File: src/rtl/dmem_port_arbiter.sv
// dmem_port_arbiter: shares one single-port data RAM between IF fetches and MEM loads/stores.
// Define DMEM_ARB_PERF_EN to add saturating IF/MEM stall-cycle counters on the perf ports.
module dmem_port_arbiter #(
  parameter int RAM_AW = 14,
  parameter int STARVE_LIM = 4,
  parameter int PERF_CNT_W = 16
) (
  input  logic              clock,
  input  logic              reset,
  input  logic              io_ifReq,
  input  logic [31:0]       io_ifAddr,
  output logic [31:0]       io_ifRdata,
  output logic              io_ifValid,
  input  logic              io_memReq,
  input  logic              io_memWe,
  input  logic [31:0]       io_memAddr,
  input  logic [31:0]       io_memWdata,
  input  logic [1:0]        io_memSize,
  input  logic              io_memSext,
  output logic [31:0]       io_memRdata,
  output logic              io_memValid,
  output logic              io_memErr,
  output logic              io_stallIf,
  output logic              io_stallMem,
  output logic              io_ramEn,
  output logic [3:0]        io_ramWe,
  output logic [RAM_AW-1:0] io_ramAddr,
  output logic [31:0]       io_ramWdata,
  input  logic [31:0]       io_ramRdata
`ifdef DMEM_ARB_PERF_EN
  ,
  output logic [PERF_CNT_W-1:0] io_perfIfStall,
  output logic [PERF_CNT_W-1:0] io_perfMemStall
`endif
);
  localparam int SW = $clog2(STARVE_LIM + 1);
  localparam logic [1:0] S_IDLE    = 2'd0;
  localparam logic [1:0] S_IF_RSP  = 2'd1;
  localparam logic [1:0] S_MEM_RSP = 2'd2;
  localparam logic [1:0] S_MEM_ERR = 2'd3;

  logic [1:0]    rspOwner, rspOff, rspSize, memOff;
  logic          rspSext, rspWe;
  logic [SW-1:0] starveCnt;
  logic          starveHit, misAl, grantIf, grantMem, memOk, memRsp, memErrRsp, storeOk;
  logic [3:0]    weMask;
  logic [7:0]    laneB;
  logic [15:0]   laneH;
  logic [31:0]   loadData;
  logic          unusedBits;

  assign unusedBits = ^{io_ifAddr[1:0], io_ifAddr[31:RAM_AW+2], io_memAddr[31:RAM_AW+2]};
  assign memOff    = io_memAddr[1:0];
  assign misAl     = (io_memSize == 2'd1 && memOff[0]) || (io_memSize[1] && memOff != 2'd0);
  assign starveHit = starveCnt == SW'(STARVE_LIM);
  // reset gates every grant so the RAM and both stages see nothing while it is held
  assign grantIf   = ~reset & io_ifReq & (~io_memReq | starveHit);
  assign grantMem  = ~reset & io_memReq & ~grantIf;
  assign memOk     = grantMem & ~misAl;
  assign storeOk   = memOk & io_memWe;
  assign weMask    = io_memSize[1] ? 4'hf : io_memSize[0] ? 4'b0011 << memOff : 4'b0001 << memOff;

  always_comb begin
    io_stallIf  = ~reset & io_ifReq & ~grantIf;
    io_stallMem = ~reset & io_memReq & ~grantMem;
    io_ramEn    = grantIf | memOk;
    io_ramWe    = storeOk ? weMask : 4'h0;
    io_ramAddr  = memOk ? io_memAddr[RAM_AW+1:2] : grantIf ? io_ifAddr[RAM_AW+1:2] : '0;
    io_ramWdata = !storeOk ? 32'h0 : io_memSize[1] ? io_memWdata :
                  io_memSize[0] ? {2{io_memWdata[15:0]}} : {4{io_memWdata[7:0]}};
  end

  always_ff @(posedge clock) begin
    if (reset) begin
      rspOwner  <= S_IDLE;
      starveCnt <= '0;
      rspOff    <= 2'd0;
      rspSize   <= 2'd0;
      rspSext   <= 1'b0;
      rspWe     <= 1'b0;
    end else begin
      rspOwner  <= grantIf ? S_IF_RSP : !grantMem ? S_IDLE : misAl ? S_MEM_ERR : S_MEM_RSP;
      starveCnt <= (grantIf | ~io_ifReq) ? '0 : (grantMem & ~starveHit) ? starveCnt + SW'(1) : starveCnt;
      if (grantMem) begin
        rspOff  <= memOff;
        rspSize <= io_memSize;
        rspSext <= io_memSext;
        rspWe   <= io_memWe;
      end
    end
  end

  assign laneB    = io_ramRdata[{rspOff, 3'b000} +: 8];
  assign laneH    = rspOff[1] ? io_ramRdata[31:16] : io_ramRdata[15:0];
  assign loadData = rspSize[1] ? io_ramRdata : rspSize[0] ? {{16{rspSext & laneH[15]}}, laneH} :
                    {{24{rspSext & laneB[7]}}, laneB};

  always_comb begin
    memRsp      = ~reset & (rspOwner == S_MEM_RSP);
    memErrRsp   = ~reset & (rspOwner == S_MEM_ERR);
    io_ifValid  = ~reset & (rspOwner == S_IF_RSP);
    io_ifRdata  = io_ifValid ? io_ramRdata : 32'h0;
    io_memValid = memRsp | memErrRsp;
    io_memErr   = memErrRsp;
    io_memRdata = (memRsp & ~rspWe) ? loadData : 32'h0;
  end

`ifdef DMEM_ARB_PERF_EN
  logic [PERF_CNT_W-1:0] perfIf, perfMem;
  always_ff @(posedge clock) begin
    if (reset) begin
      perfIf  <= '0;
      perfMem <= '0;
    end else begin
      if (io_stallIf && !(&perfIf)) perfIf <= perfIf + PERF_CNT_W'(1);
      if (io_stallMem && !(&perfMem)) perfMem <= perfMem + PERF_CNT_W'(1);
    end
  end
  assign io_perfIfStall  = perfIf;
  assign io_perfMemStall = perfMem;
`endif
endmodule

File: config.mk
export PLATFORM = sky130hd
export DESIGN_NAME = dmem_port_arbiter
export DESIGN_NICKNAME = d
export VERILOG_FILES = /design/src/rtl/dmem_port_arbiter.sv
export SDC_FILE = /design/constraint.sdc
export NUM_CORES = 1
export LEC_CHECK = 0
export ABC_CLOCK_PERIOD_IN_PS = 1700
export BUFFER_PORTS_ARGS = -buffer_cell sky130_fd_sc_hd__buf_2
export CAP_MARGIN = 20
export CORE_AREA = 2 2 101 103
export CTS_BUF_LIST = sky130_fd_sc_hd__clkbuf_4
export CTS_CLUSTER_SIZE = 40
export DETAILED_ROUTE_END_ITERATION = 8
export DIE_AREA = 0 0 103 105
export SYNTH_ARGS = -nofsm -noshare
export SYNTH_HDL_FRONTEND = slang
export SYNTH_SLANG_ARGS = --single-unit
File: constraint.sdc
create_clock -name clock -period 1.7 [get_ports clock]
set_input_delay 0 -clock clock [delete_from_list [all_inputs] [get_ports clock]]
set_output_delay 0 -clock clock [all_outputs]
set_load 0.03 [all_outputs]
==> reports/qor.yml <==
status:
  status: "complete, but fails checks"
  violations: "setup timing"
worst_setup_path:
  arrival_ns: 1.87
  rrSetupSlack_ns: 0.30
  timing.rr.end: "rspSize[0]"
  start_kind: "register"
  crit_required_ns: 1.70
  path_max_fanout: 7
  crit_chain: "or4b_4 > buf_6 > a2111o_1 > a21oi_4 > buf_6"
  critPathMaxStageDelay_ns: 0.53
  path_common_cell: "buf_6"
  cp-end-kind: "primary output"
  critPathKind: "register to primary output"
  reg2reg_depth: 6
  slowest_stage: "or4b_4"
  r2r-start: "starveCnt[1]"
  startpoint: "rspOwner[0]"
power_and_ir_drop:
  power_mw: 1.66
  leakage_nw: 2.44
  power.density_mw_per_mm2: 303
  ir_worst_vdd_mv: 0.189
min_path:
  hp-start: "io_ifReq"
  hold_depth: 3
  min_path_type: "input pin to register"
  whs_endpoint: "starveCnt[0]"
grt:
  grt_usage_pct: 18.8
  grt_max_degree: 46
  antenna_found_initial: 0
  grt-ovfl-total: 0
  grt_pass1_vias: 3415
  grt_pass1_wl_um: 16500
placed_design:
  port_buffers: 221
  dp_cells: 686
  dp_hpwl_um: 8070
  globalplace.congestion: 0.867
floorplanning:
  die_x_um: 103
  initial_core_util_pct: 24.7
  core_area_mm2: 0.00964
  num_rows: 36
  die_height_um: 105
  ios: 256
  die-area_mm2: 0.0108
sta:
  setup_ws_ns: -0.170
  finalCriticalPeriod_ns: 1.87
  setup_viol_count_final: 44
  tightestPinTransition_ns: 0.785
  slew_violations: 0
  final_hold_viol_count: 0
  rsz0062_at_grt: "yes"
  timing.fmax_ghz: 0.535
  relSlewSlack_pct: 47.3
  finalSetupTns_ns: -3.29
  fin_hold_ws_ns: 0.0685
  period_share_pct: 110
  final.setup_skew_ns: 0.00604
synthesis:
  synth.avg_cell_area_um2: 7.18
  synth_edf_count: 0
  yosys_warnings: 0
  synth_cell_type_count: 43
  synth_top_family_by_area: "simple AND/OR/NAND/NOR gates"
  synthCells: 331
  syn-cell-area_mm2: 0.00238
  synth_compound_area_share_pct: 31.5
  synth_flop_cell: "dfxtp_1"
  synth_xor_area_share_pct: 0.737
  yosys.area_share.adder_pct: 1.05
  synth-seq-cells: 11
  synthMuxAreaShare_pct: 12.9
  ys_seq_area_share_pct: 9.26
  synthSimpleGateAreaFrac_pct: 35.1
  synth_common_cells: "and2_1 (35), nor2b_1 (27), mux2i_1 (24)"
  yosys.area.top_type: "mux2i_1"
  synth_top_area_share_pct: 10.1
  synth_nets: 469
  synth.area.top_cells: "mux2i_1 (10%), dfxtp_1 (9.3%), and2_1 (9.2%)"
  synth-async-reset-ratio_pct: 0
  yosysMostFrequentCell: "and2_1"
final_layout:
  fin_util_pct: 56.9
  drive_gt1_share_pct: 67.8
  final_net_count: 716
  stdcell_count: 710
  antenna_cells: 0
  area_growth_pct: 131
route:
  vias: 3549
  avgRoutedWirePerCell_um: 15.6
  dr.pass1.iters: 4
  final_antenna_net_count: 0
  vias_per_cell: 5.00
  drtIter0Drc: 71
  drc: 0
  totalWireLength_um: 11100
cts:
  clock_latency_ns: 0.27
  clock-sinks: 11
  cts_root_buffer: "clkbuf_4"
  cts_tree: "yes"
  cts_made_buffers: 3
  cts_max_path_buffers: 2
  clk_pin_slew_worst_paths_ns: 0.07
  h-tree-depth: 1
run:
  cap_viol_max_count: 0
==> worst max-delay path by stage <==
stage,to,slack [ns],cells after the start
floorplan,io_ramWdata[10],-0.41,5
global route,io_memRdata[14],-0.22,5
detailed placement,io_ramWdata[8],-0.04,7
global placement,io_ramWdata[8],0.0007,7
CTS,io_memRdata[14],-0.18,5
finish,io_memRdata[14],-0.17,5
==> flip-flops by register name (all words and copies together), names as in the netlist <==
name	cells
rspOwner	2
rspOff	2
starveCnt	3
rspSize	2
rspSext	1
rspWe	1
==> layout by cell type, fill, tap and decap left out, types with 3 or more instances in the layout <==
| cell type | instances |
|---|---|
| buf_4 | 51 |
| dfxtp_1 | 6 |
| nor3b_2 | 6 |
| mux2i_1 | 20 |
| buf_2 | 137 |
| a211oi_1 | 9 |
| dfxtp_2 | 4 |
| a22o_4 | 10 |
| a31oi_4 | 8 |
| mux2_2 | 6 |
| nor2_1 | 11 |
| nor3b_4 | 4 |
| mux2i_4 | 3 |
| a21oi_2 | 7 |
| nor3_1 | 3 |
| clkbuf_4 | 3 |
| nor4bb_1 | 7 |
| buf_6 | 75 |
| buf_12 | 10 |
| inv_1 | 20 |
| a31oi_2 | 8 |
| o221a_2 | 7 |
| nor3_2 | 5 |
| a2111o_1 | 7 |
| a22o_1 | 4 |
| nand2b_1 | 3 |
| nor3_4 | 7 |
| nand2_1 | 18 |
| nor2b_1 | 26 |
| and2_1 | 34 |
| a2111oi_4 | 16 |
==> report_power, final <==
part | switching (mW) | total, mW | internal [mW]
registers | 0.0144 | 0.287 | 0.272
logic | 0.678 | 1.19 | 0.516
clock network | 0.0921 | 0.179 | 0.0870
total | 0.784 | 1.66 | 0.875
==> area by class of cell <==
type / instances / area, µm²
fill: 858 / 4160
multi-input combinational: 264 / 2810
timing repair buffer: 276 / 2170
sequential: 11 / 229
tap: 133 / 166
inverter: 22 / 82.6
clock buffer: 3 / 22.5
clock inverter: 1 / 5.00
==> worst max-delay path, delay by kind of cell (launching register included) <==
family                 cells  cell delay (ns)
and+or+nand+nor            1             0.53
buffers and inverters      2             0.30
DFF                        1             0.32
AOI/OAI and AO/OA          2             0.45
==> per-stage QoR <==
stage                     worst slack, ns  area, µm²
after global placement           0.000720       4320
final                              -0.170       5480
after detailed placement          -0.0448       4320
after global routing               -0.219       5480
after floorplan                    -0.411       2850
after CTS                          -0.184       5200
==> what timing repair did <==
item,in CTS,in global routing
setup buffers,13,4
gates resized for setup,169,74
endpoints found under the setup margin,83,84
pin swaps,47,5
gates cloned,3,0
endpoints found under the hold margin,1,0
hold buffers,1,0
==> per-layer routing <==
| metal | GRT usage (%) | share of wire (%) | vias up |
|---|---|---|---|
| li1 | - | - | 1731 |
| met1 | 21.5 | 37 | 1631 |
| met2 | 35.8 | 54 | 169 |
| met3 | 1.94 | 6.8 | 18 |
| met4 | 5.08 | 2.1 | 0 |
| met5 | 0 | 0 | - |
==> logic make-up (layout without fill, tap and decap cells) <==
group           Yosys count  in the layout
simple gates            140            140
compound gates           90             90
buf+inv                  56            302
mux                      30             30
flops                    11             11
fa+ha+maj                 2              2
xor+xnor                  2              2
(Power assumes the default switching activity.)
